==> config.mk <==
export PLATFORM = sky130hd
export DESIGN_NAME = mem_port_arbiter
export DESIGN_NICKNAME = d
export VERILOG_FILES = /design/src/rtl/mem_arb_pkg.sv /design/src/rtl/mem_arb_pick.sv /design/src/rtl/mem_port_arbiter.sv
export SDC_FILE = /design/constraint.sdc
export NUM_CORES = 1
export LEC_CHECK = 0
export ABC_AREA = 1
export BUFFER_PORTS_ARGS = -buffer_cell sky130_fd_sc_hd__buf_2
export CAP_MARGIN = 10
export CORE_MARGIN = 8
export CORE_UTILIZATION = 42
export CTS_CLUSTER_DIAMETER = 150
export DETAILED_ROUTE_END_ITERATION = 10
export GPL_ROUTABILITY_DRIVEN = 0
export PLACE_DENSITY_LB_ADDON = 0.15
export SYNTH_ARGS = -nofsm -noshare
export SYNTH_HDL_FRONTEND = slang
export SYNTH_HIERARCHICAL = 1
export SYNTH_SLANG_ARGS = --single-unit
==> constraint.sdc <==
create_clock -name clk -period 2.5 [get_ports clk]
set_input_delay 0.5 -clock clk [delete_from_list [all_inputs] [get_ports clk]]
set_output_delay 0.5 -clock clk [all_outputs]
set_load 0.02 [all_outputs]
==> src/rtl/mem_arb_pkg.sv <==
// mem_arb_pkg: shared types and counter widths for the unified memory port arbiter
package mem_arb_pkg;
  localparam int LAT_W = 3;
  localparam int STARVE_W = 4;
  typedef enum logic {ARB_IDLE, ARB_RD_WAIT} arb_state_t;
  typedef enum logic {OWN_I, OWN_D} arb_owner_t;
endpackage

==> src/rtl/mem_arb_pick.sv <==
// mem_arb_pick: data-priority winner select with a starvation counter that forces fetch progress
module mem_arb_pick
  import mem_arb_pkg::*;
#(
  parameter int STARVE_LIMIT = 4
) (
  input  logic clk,
  input  logic rst,
  input  logic i_req,
  input  logic d_req,
  input  logic issue_allowed,
  output logic grant_i,
  output logic grant_d
);
  localparam logic [STARVE_W-1:0] LIMIT = STARVE_W'(STARVE_LIMIT);
  logic [STARVE_W-1:0] starve_cnt_q, starve_cnt_d;
  logic                starved;
  always_comb begin
    starved = starve_cnt_q == LIMIT;
    grant_i = issue_allowed && i_req && (!d_req || starved);
    grant_d = issue_allowed && d_req && !grant_i;
    starve_cnt_d = (!i_req || grant_i) ? '0 :
                   grant_d ? (starved ? LIMIT : starve_cnt_q + 1'b1) : starve_cnt_q;
  end
  always_ff @(posedge clk) begin
    if (rst) starve_cnt_q <= '0;
    else starve_cnt_q <= starve_cnt_d;
  end
endmodule

==> src/rtl/mem_port_arbiter.sv <==
// mem_port_arbiter: shares one synchronous-read memory between fetch (I) and load/store (D) with one read in flight
module mem_port_arbiter
  import mem_arb_pkg::*;
#(
  parameter int MEM_LATENCY = 1,
  parameter int STARVE_LIMIT = 4
) (
  input  logic        clk,
  input  logic        rst,
  input  logic        i_req,
  input  logic [31:0] i_addr,
  output logic        i_gnt,
  output logic        i_rvalid,
  output logic [31:0] i_rdata,
  input  logic        d_req,
  input  logic        d_we,
  input  logic [31:0] d_addr,
  input  logic [31:0] d_wdata,
  input  logic [3:0]  d_be,
  output logic        d_gnt,
  output logic        d_rvalid,
  output logic [31:0] d_rdata,
  output logic        mem_en,
  output logic        mem_we,
  output logic [31:0] mem_addr,
  output logic [31:0] mem_wdata,
  output logic [3:0]  mem_be,
  input  logic [31:0] mem_rdata
);
  arb_state_t        state_q, state_d;
  arb_owner_t        owner_q, owner_d;
  logic [LAT_W-1:0]  lat_cnt_q, lat_cnt_d;
  logic [31:0]       i_rdata_q, d_rdata_q;
  logic              resp, issue_allowed, grant_i, grant_d, rd_issue;
  // Reset gates the response and issue paths so an in-flight read never surfaces.
  assign resp = !rst && state_q == ARB_RD_WAIT && lat_cnt_q == '0;
  assign issue_allowed = !rst && (state_q == ARB_IDLE || resp);
  mem_arb_pick #(.STARVE_LIMIT(STARVE_LIMIT)) u_pick (
    .clk          (clk),
    .rst          (rst),
    .i_req        (i_req),
    .d_req        (d_req),
    .issue_allowed(issue_allowed),
    .grant_i      (grant_i),
    .grant_d      (grant_d)
  );
  always_comb begin
    i_gnt     = grant_i;
    d_gnt     = grant_d;
    i_rvalid  = resp && owner_q == OWN_I;
    d_rvalid  = resp && owner_q == OWN_D;
    i_rdata   = i_rvalid ? mem_rdata : i_rdata_q;
    d_rdata   = d_rvalid ? mem_rdata : d_rdata_q;
    mem_en    = grant_i || grant_d;
    mem_we    = grant_d && d_we;
    mem_addr  = grant_d ? d_addr : grant_i ? i_addr : 32'h0;
    mem_wdata = grant_d ? d_wdata : 32'h0;
    mem_be    = grant_d ? d_be : grant_i ? 4'hF : 4'h0;
    rd_issue  = grant_i || (grant_d && !d_we);
    state_d   = (rd_issue || (state_q == ARB_RD_WAIT && !resp)) ? ARB_RD_WAIT : ARB_IDLE;
    lat_cnt_d = rd_issue ? LAT_W'(MEM_LATENCY - 1) : (lat_cnt_q != '0) ? lat_cnt_q - 1'b1 : '0;
    owner_d   = rd_issue ? (grant_i ? OWN_I : OWN_D) : owner_q;
  end
  always_ff @(posedge clk) begin
    if (rst) begin
      state_q   <= ARB_IDLE;
      owner_q   <= OWN_I;
      lat_cnt_q <= '0;
      i_rdata_q <= '0;
      d_rdata_q <= '0;
    end else begin
      state_q   <= state_d;
      owner_q   <= owner_d;
      lat_cnt_q <= lat_cnt_d;
      i_rdata_q <= i_rdata;
      d_rdata_q <= d_rdata;
    end
  end
endmodule

[Word-level counts from Yosys, hierarchy flattened]
Cells that the tools add are included.
Operators by class
  eq/ne operators: 1
  multiplexer cells: 10
  reduce and logical (&&, ||, !) cells: 28
  bitwise gates (word level): 3
  add/sub/neg operators: 2
Operators with widths (number)
  $mux W32: 5
  $logic_and A1 B1 Y1: 12
  $mux W4: 3
  $logic_not A1 Y1: 6
  $logic_or A1 B1 Y1: 6
  $add A4 B1 Y4 const B: 1
  $eq A4 B3 Y1 const B: 1
  $logic_not A3 Y1: 1
  $not A1 Y1: 3
  $reduce_bool A3 Y1: 1
  $reduce_or A3 Y1: 1
  $sub A3 B1 Y3 const B: 1
  $mux W1: 2
  $reduce_or A2 Y1: 1
Storage, ports and cells
  register bits: 73
  output and inout bits: 138
  word-level logic and storage cells: 50

[Logic depth before layout (Yosys ltp)]
Gate-level depths: netlist (run 1).
  depth in word-level cells: 13
  gate-level depth with buffers: 14
  mapped depth without buffers: 12

[Modules after synthesis]
Netlist (run 1), hierarchy kept.
Modules (own cells, without submodules)
  mem_port_arbiter: cells each 730, seq. area each 1381.3 sq um, area each 4177.8 sq um, times used 1
  mem_arb_pick: cells each 45, seq. area each 80.1 sq um, area each 304.0 sq um, times used 1

[Worst setup path before layout (run 1)]
No wires, ideal clock.
  path kind: input to output
  from: in rst
  to: out mem_addr[10]
  required time: 2.000 ns
  buffers on the path: 4
  stages on the path: 11
  data arrival time: 2.129 ns
  path slack: -0.129 ns
  cells stage by stage: buf_2 > buf_2 > a21oi_1 > nand2_1 > inv_1 > nand2_2 > inv_1 > buf_2 > clkbuf_1 > nand2_1 > nand2_1
On the way
  word-level cells in the longest chain between the ends: 10
  elaborated cells on any way between the ends: 12
  those cells by class: mux: 2; reduce/logical: 10
RTL lines
  start, declared: line mem_port_arbiter.sv:9  | input logic rst,
  $logic_not A1 Y1 *: line mem_port_arbiter.sv:36, mem_port_arbiter.sv:37
  $logic_and A1 B1 Y1 (2 in series): line mem_port_arbiter.sv:36  | assign resp = !rst && state_q == ARB_RD_WAIT && lat_cnt_q == '0;
  $logic_or A1 B1 Y1: line mem_port_arbiter.sv:37  | assign issue_allowed = !rst && (state_q == ARB_IDLE || resp);
  $logic_and A1 B1 Y1 *: line mem_port_arbiter.sv:37
  named net issue_allowed: line mem_port_arbiter.sv:34  | logic resp, issue_allowed, grant_i, grant_d, rd_issue;
  $logic_and A1 B1 Y1 (2 in series): line mem_arb_pick.sv:20  | grant_i = issue_allowed && i_req && (!d_req || starved);
  $logic_not A1 Y1: line mem_arb_pick.sv:21  | grant_d = issue_allowed && d_req && !grant_i;
  $logic_and A1 B1 Y1 *: line mem_arb_pick.sv:21
  named net d_gnt: line mem_port_arbiter.sv:20  | output logic d_gnt,
  $mux W32 *: line mem_port_arbiter.sv:56  | mem_addr = grant_d ? d_addr : grant_i ? i_addr : 32'h0;
  end, declared: line mem_port_arbiter.sv:25  | output logic [31:0] mem_addr,
The timed path passes the listed nets; every way through them passes the cells marked *.

[Final worst setup path (run 1)]
  from: reg lat_cnt_q[1]
  to: out mem_addr[4]
On the way
  word-level cells in the longest chain between the ends: 9
  elaborated cells on any way between the ends: 11
  those cells by class: mux: 2; reduce/logical: 9
RTL lines
  start, declared: line mem_port_arbiter.sv:32  | logic [LAT_W-1:0] lat_cnt_q, lat_cnt_d;
  start signal, assigned: line mem_port_arbiter.sv:74  | lat_cnt_q <= lat_cnt_d;
  $logic_not A3 Y1 *: line mem_port_arbiter.sv:36
  $logic_and A1 B1 Y1 *: line mem_port_arbiter.sv:36
  $logic_or A1 B1 Y1 *: line mem_port_arbiter.sv:37
  $logic_and A1 B1 Y1 *: line mem_port_arbiter.sv:37
  named net issue_allowed: line mem_port_arbiter.sv:34
  $logic_and A1 B1 Y1 (2 in series): line mem_arb_pick.sv:20
  $logic_not A1 Y1: line mem_arb_pick.sv:21
  $logic_and A1 B1 Y1: line mem_arb_pick.sv:21
  $mux W32 *: line mem_port_arbiter.sv:56
Marked as above.

==> summary.txt, run 1 <==
Slew @ Worst Pin - 0.470 ns
HP Class - reg -> reg
DRC - 0
Worst setup SP type - register
Routed vias/inst - 4.48
Hold depth - 1
Slew Limit Fails - 0
Gr usage total - 21.9%
Slew margin rel. - 68.6%
Skew final - 0.0119 ns
Seq cells post-synth - 73
Leakage - 4.62 nW
Synth unique cells - 27
Net Sw Frac - 31.0%
Fillers - 974
Core box area - 10,300 µm²
DIE AREA - 14,200 µm²
CP most frequent cell - nand2_4
Nets - 1,193
Initial antenna violation count - 2
Hold Slack - 0.408 ns
Vias in the first global route - 5,002
Power per cell area - 445 nW/µm²
Worst reg2reg startpoint - lat_cnt_q[1]
Synth cell count leaders - 242 x nand2_1, 211 x inv_1, 100 x nand3_1
Initial drt markers - 398
CTS Sinks - 73
WP data required - 2.00 ns
Post-layout power - 3.03 mW
Post-synth top area share - 32.6%
Pre-antenna DRT Iters - 5
Sequential Power Share - 39.8%
Async SR Flop Fraction - 0%
CP Max Fanout - 8
Mean Syn Cell Area - 5.78 µm²
Synth Area in Compound Gates - 1.65%
Psw - 0.940 mW
RSZ-0062 raised after global routing - true
Setup-failing EPs final - 0
Worst reg-to-reg path cell count - 14
Setup TNS Final - 0 ns
Maximum vdd ir drop - 0.335 mV
Main synth FF type - dfxtp_1
Worst path max stage delay - 0.32 ns
FF-to-FF End - lat_cnt_q[0]
CP Class - reg -> out
Sequential area share after synthesis - 32.6%
Largest net degree at the start of global routing - 44
Main combinational cell family by area after synthesis - simple AND/OR/NAND/NOR gates
Critical path's slowest cell - dfxtp_2
Synth Area in XOR/XNOR - 0.195%
Post-synth EDFFs - 0
Hold path endpoint - lat_cnt_q[0]
Adder-cell share of the synthesized area - 1.12%
Detailed-placement wirelength estimate - 12,200 µm
Total CTS buffers - 9
Io pins - 275
Mapped Nets - 916
Initial Util - 43.4%
Comb power frac - 26.4%
Int Pwr - 2.09 mW
Post-Route Utilization - 66.0%
IO buf count - 274
Chip width - 119 µm
Arrival time at the worst endpoint - 1.99 ns
Die Ht - 119 µm
DR vias - 5,355
CTS H-tree depth - 3
Area delta synth->final - 52.0%
Critical path launch point - lat_cnt_q[1]
Cell Chain, Critical Path - inv_2, ha_4, nand2_4, a21oi_2, nand2_1, inv_2, nand2_4, nand2_4, clkinv_8, clkinv_8, clkbuf_16, nand3_1, nand2_2, buf_6
CP endpoint kind - output pin
Maximum clock frequency - 402 MHz
Synth Warn # - 6
Hold wc startpoint - lat_cnt_q[0]
Hold Fails Final Rpt - 0
Synth Instances - 775
Overflow after GRT - 0
Reg2Reg Setup Slack - 0.55 ns
Mux cell area share after synthesis - 0%
Status - finished, final reports clean
Top-count cell post-synth - nand2_1
TritonCTS clock tree - yes
Simple-Gate Fraction of Synth Area - 40.8%
Top post-synthesis cells by area - dfxtp_1 33%, nand2_1 20%, inv_1 18%
Share of cells above drive strength 1 - 35.8%
Power share of the clock group - 33.9%
Clock root buffer master - clkbuf_8
Cell taking the most area after synthesis - dfxtp_1
Clock-pin slew on the worst setup and hold paths - 0.08 ns
Period minus WS final - 2.49 ns
Post-Route WL - 16,800 µm
Cts hold-fix bufs - 0
Rows - 37
Mapped Area - 4480 µm²
Final period utilization - 99.5%
Routed wire per std cell - 14.1 µm
MaxCap Viol Count - 0
Final ANT Viol Nets - 0
Clk buf depth - 2
First-pass GRT wire length - 25,500 µm
Clk_lat worst skew - 0.34 ns
[metal layers]
| metal | GRT usage, % | part of all wire, % | up-vias |
|---|---|---|---|
| met1 | 24.5 | 39 | 2318 |
| li1 | - | - | 2773 |
| met4 | 9.45 | 3.0 | 2 |
| met3 | 6.28 | 8.3 | 32 |
| met5 | 0 | 0.077 | - |
| met2 | 38.1 | 49 | 230 |
[stage by stage]
| step | std cells | cell area, µm² | setup slack (ns) |
|---|---|---|---|
| floorplan | 775 | 4550 | -0.0177 |
| CTS | 1184 | 6500 | 0.00239 |
| global placement | 1158 | 6010 | 0.0940 |
| finish | 1194 | 6810 | 0.0120 |
| detailed placement | 1158 | 6010 | 0.0825 |
| global route | 1194 | 6810 | -0.102 |
[layout by cell type, fill, tap and decap left out, drive strengths merged]
| cell | netlist | layout |
|---|---|---|
| a21boi | 1 | 1 |
| a21oi | 6 | 6 |
| buf | 25 | 306 |
| bufinv | 0 | 2 |
| clkbuf | 17 | 12 |
| clkinv | 0 | 3 |
| clkinvlp | 0 | 1 |
| dfxtp | 73 | 73 |
| diode | 0 | 1 |
| ha | 4 | 4 |
| inv | 213 | 213 |
| nand2 | 247 | 247 |
| nand3 | 103 | 103 |
| nor2 | 77 | 77 |
| nor3 | 1 | 1 |
| o211ai | 3 | 3 |
| o21ai | 2 | 2 |
| or2 | 2 | 2 |
| xnor2 | 1 | 1 |
[power by group through the flow]
stage	combinational, mW	clock (mW)	sequential [mW]
6_report	0.798	1.03	1.20
5_1_grt	0.865	1.09	1.21
4_1_cts	0.749	1.06	1.20
3_5_place_dp	0.691	0	1.23
3_3_place_gp	0.689	0	1.23
2_1_floorplan	0.415	0	1.23
[worst max path at each step]
stage                   endpoint  slack (ns)
global route         mem_addr[4]       -0.10
CTS                  mem_addr[1]       0.002
detailed placement   mem_addr[9]        0.08
floorplan           mem_addr[21]       -0.02
global placement     mem_addr[9]        0.09
finish               mem_addr[4]        0.01
[logic make-up after synthesis]
kind of cell             after synthesis
XOR/XNOR                               1
AO/OA/AOI/OAI                         12
flip-flops                            73
buffers and inverters                255
adder cells (fa/ha/maj)                4
AND/OR/NAND/NOR                      430
[area by class of cell]
type,count,area [µm²],share of cell area [%]
inverters,213,825,12.1
flip-flops and latches,73,1470,21.5
clock inverters,6,90.1,1.32
diodes,1,2.50,0.0367
multi-input cells,447,2070,30.4
clock buffers,10,128,1.87
well taps,136,170,2.50
repair buffers,308,2060,30.3
[flip-flops by register name, indices dropped and copies added, names as in the netlist]
register,flops
lat_cnt_q,3
d_rdata_q,32
state_q,1
i_rdata_q,32
owner_q,1
u_pick/starve_cnt_q,4
[critical path, delay by kind of cell, from the launching register on]
| family | cells | cell delay (ns) |
|---|---|---|
| buffers and inverters | 6 | 0.61 |
| AO/OA/AOI/OAI | 1 | 0.13 |
| adder cells (fa/ha/maj) | 1 | 0.15 |
| flip-flops | 1 | 0.32 |
| AND/OR/NAND/NOR | 6 | 0.44 |
[repair_timing]
action                     CTS  global route
gates cloned                 3             2
pin swaps                    6             3
setup buffers                7             7
gates resized for setup     59            58
setup endpoints to repair   71           101
No activity file was read; power rests on OpenSTA's default activity.
==> inputs of run 2 (changes only) <==
--- a/config.mk
+++ b/config.mk
@@ -9,7 +9,7 @@
 export BUFFER_PORTS_ARGS = -buffer_cell sky130_fd_sc_hd__buf_2
 export CAP_MARGIN = 10
 export CORE_MARGIN = 8
-export CORE_UTILIZATION = 42
+export CORE_UTILIZATION = 40
 export CTS_CLUSTER_DIAMETER = 150
 export DETAILED_ROUTE_END_ITERATION = 10
 export GPL_ROUTABILITY_DRIVEN = 0
==> run 2 against run 1 <==
  * Hold slack improved by 0.0042 ns
  * Clock-buffer cell count decreased by 1
  * Total power decreased by 4.9%
  * Sequential power about the same
  * Die area increased by 4.3%
  * Utilization decreased by 4.6 points
  * Critical path type unchanged
  * Routed wire length increased by 1.7%
  * Critical endpoint is now mem_addr[24]
  * Cell count decreased by 0.25%
  * Clock skew decreased by 0.0035 ns
  * Largest cell class unchanged
  * The run now ends with negative setup slack left
==> summary.txt, run 2 (same netlist as run 1, synthesis figures left out) <==
Status - complete, but fails checks
Failing checks - negative setup slack
Gr usage total - 21.1% (-0.85 points)
Fin cells - 1,191 (-0.25%)
Arrival time at the worst endpoint - 2.03 ns (+0.04 ns)
Area delta synth->final - 49.0%
WP data required - 2.00 ns (about the same)
DIE AREA - 14,800 µm² (+4.3%)
MaxCap Viol Count - 0 (unchanged)
Core box area - 10,900 µm² (+5.5%)
DRC - 0 (unchanged)
Slew Limit Fails - 0 (unchanged)
Slew margin rel. - 68.3% (-0.33 points)
Critical path's slowest cell - dfxtp_2
Initial drt markers - 289 (-27%)
Final period utilization - 101% (+1.6 points)
IO buf count - 274 (unchanged)
Overflow after GRT - 0 (unchanged)
Largest net degree at the start of global routing - 44 (unchanged)
Maximum clock frequency - 396 MHz (-1.6%)
CP Class - reg -> out
CTS H-tree depth - 3 (unchanged)
Clk buf depth - 2 (unchanged)
Setup WS pre-CTS - 0.0998 ns (+0.0173 ns)
Power per cell area - 431 nW/µm² (-3.0%)
CP Max Fanout - 8 (unchanged)
Buf/Inv on CP - 6 (unchanged)
Leakage - 4.56 nW (-1.2%)
Post-layout power - 2.88 mW (-4.9%)
Biggest regs - d_rdata_q: 32 flops, i_rdata_q: 32 flops, u_pick/starve_cnt_q: 4 flops
Routed wire per std cell - 14.4 µm (+1.9%)
First-pass GRT wire length - 24,900 µm (-2.4%)
Hold Fails Final Rpt - 0 (unchanged)
Crit path max-delay family - buffers and inverters
Worst setup SP type - register
Setup-failing EPs final - 12 (+12)
Clk_lat worst skew - 0.34 ns (about the same)
Vias in the first global route - 4,899 (-2.1%)
Post-route setup slack - -0.0277 ns (-0.0396 ns)
CP endpoint kind - output pin
TritonCTS clock tree - yes
Detailed-placement wirelength estimate - 12,600 µm (+3.3%)
Most frequent cells in the layout - 224 x buf_2, 219 x nand2_1, 205 x inv_1
Worst path max stage delay - 0.33 ns (about the same)
DR vias - 5,260 (-1.8%)
Fillers - 1,102 (+13%)
Nets - 1,189 (-0.34%)
Share of cells above drive strength 1 - 35.4% (-0.37 points)
Slew @ Worst Pin - 0.475 ns (+0.00494 ns)
ANT cells - 0 (-1)
Die Ht - 122 µm (+2.1%)
Commonest non-fill, non-tap cell in the layout - buf_2
Cell Chain, Critical Path - inv_2, ha_4, nand2_4, a21oi_2, nand2_1, inv_2, nand2_4, nand2_4, clkinv_8, clkinv_8, buf_6, nand3_1, nand2_2, buf_4
Chip width - 122 µm (+2.1%)
RSZ-0062 raised after global routing - true
Clock-pin slew on the worst setup and hold paths - 0.08 ns (about the same)
CTS Sinks - 73 (unchanged)
Total CTS buffers - 9 (unchanged)
Post-Route WL - 17,100 µm (+1.7%)
Design area - 6680 µm² (-2.0%)
Period minus WS final - 2.53 ns (+0.0396 ns)
Routed vias/inst - 4.42 (-1.5%)
Io pins - 275 (unchanged)
Skew final - 0.00840 ns (-0.00350 ns)
Placed cell areas - 6020 µm² (+0.12%)
Maximum vdd ir drop - 0.334 mV (about the same)
CP most frequent cell - nand2_4
Initial antenna violation count - 0 (-2)
Final ANT Viol Nets - 0 (unchanged)
HP Class - reg -> reg
Initial Util - 41.2% (-2.2 points)
Placed Cells - 1,164 (+0.52%)
Rows - 38 (+2.7%)
Clock root buffer master - clkbuf_8
Pre-antenna DRT Iters - 4 (-1)
-- run 2: worst reg2reg max path, cell delays in order, from the launching register on --
cell and delay [ns]:
dfxtp_2 0.33, inv_2 0.08, ha_4 0.15, nand2_4 0.05, a21oi_2 0.13, nand2_1 0.08, inv_2 0.08, nand2_4 0.07
nand2_4 0.10, clkinv_8 0.10, buf_4 0.15, a21oi_1 0.18, nand3_1 0.15, nor2_1 0.13
-- run 2: layout make-up --
class / instances / area (µm²) / share of cell area [%]
clock buffer: 9 / 124 / 1.85
clock inverter: 5 / 58.8 / 0.881
inverter: 213 / 825 / 12.3
multi-input combinational: 447 / 2070 / 31.0
sequential: 73 / 1470 / 21.9
tap: 140 / 175 / 2.62
timing repair buffer: 304 / 1960 / 29.4
-- run 2: what timing repair did --
action,in CTS,in global routing
hold buffers,0,0
gates resized for setup,39,68
setup endpoints to repair,70,75
buffers inserted,2,5
cloned,2,4
pin swaps,5,7
-- run 2: routing by layer --
| layer | routed length [µm] | part of all wire [%] | track usage [%] |
|---|---|---|---|
| met5 | 0 | 0 | 0 |
| met4 | 567 | 3.3 | 9.33 |
| met3 | 1390 | 8.1 | 5.51 |
| met2 | 8550 | 50 | 36.8 |
| met1 | 6590 | 39 | 23.6 |
-- run 2: final timing paths --
path,slack (ns),startpoint,cells after the start,endpoint
worst max-delay path,-0.03,lat_cnt_q[0],14,mem_addr[24]
worst min-delay path,0.41,lat_cnt_q[0],1,lat_cnt_q[0]
worst min register to register,0.41,lat_cnt_q[0],1,lat_cnt_q[0]
worst max register to register,0.66,lat_cnt_q[0],13,lat_cnt_q[2]
-- run 2: report_power, final --
part           internal, mW  total, mW  switching, mW  leakage, nW
sequential             1.19       1.20         0.0104        0.593
combinational         0.317      0.790          0.472         3.88
clock                 0.450      0.887          0.437       0.0872
total                  1.96       2.88          0.920         4.56
-- run 2: metrics by stage --
stage / TNS [ns] / utilization, % / hold WS, ns
finish: -0.164 / 61.3 / 0.413
global route: -4.54 / 61.3 / 0.423
CTS: -0.000306 / 58.3 / 0.407
detailed placement: 0 / 55.3 / 0.401
global placement: 0 / 55.3 / 0.401
floorplan: -0.227 / - / 0.393
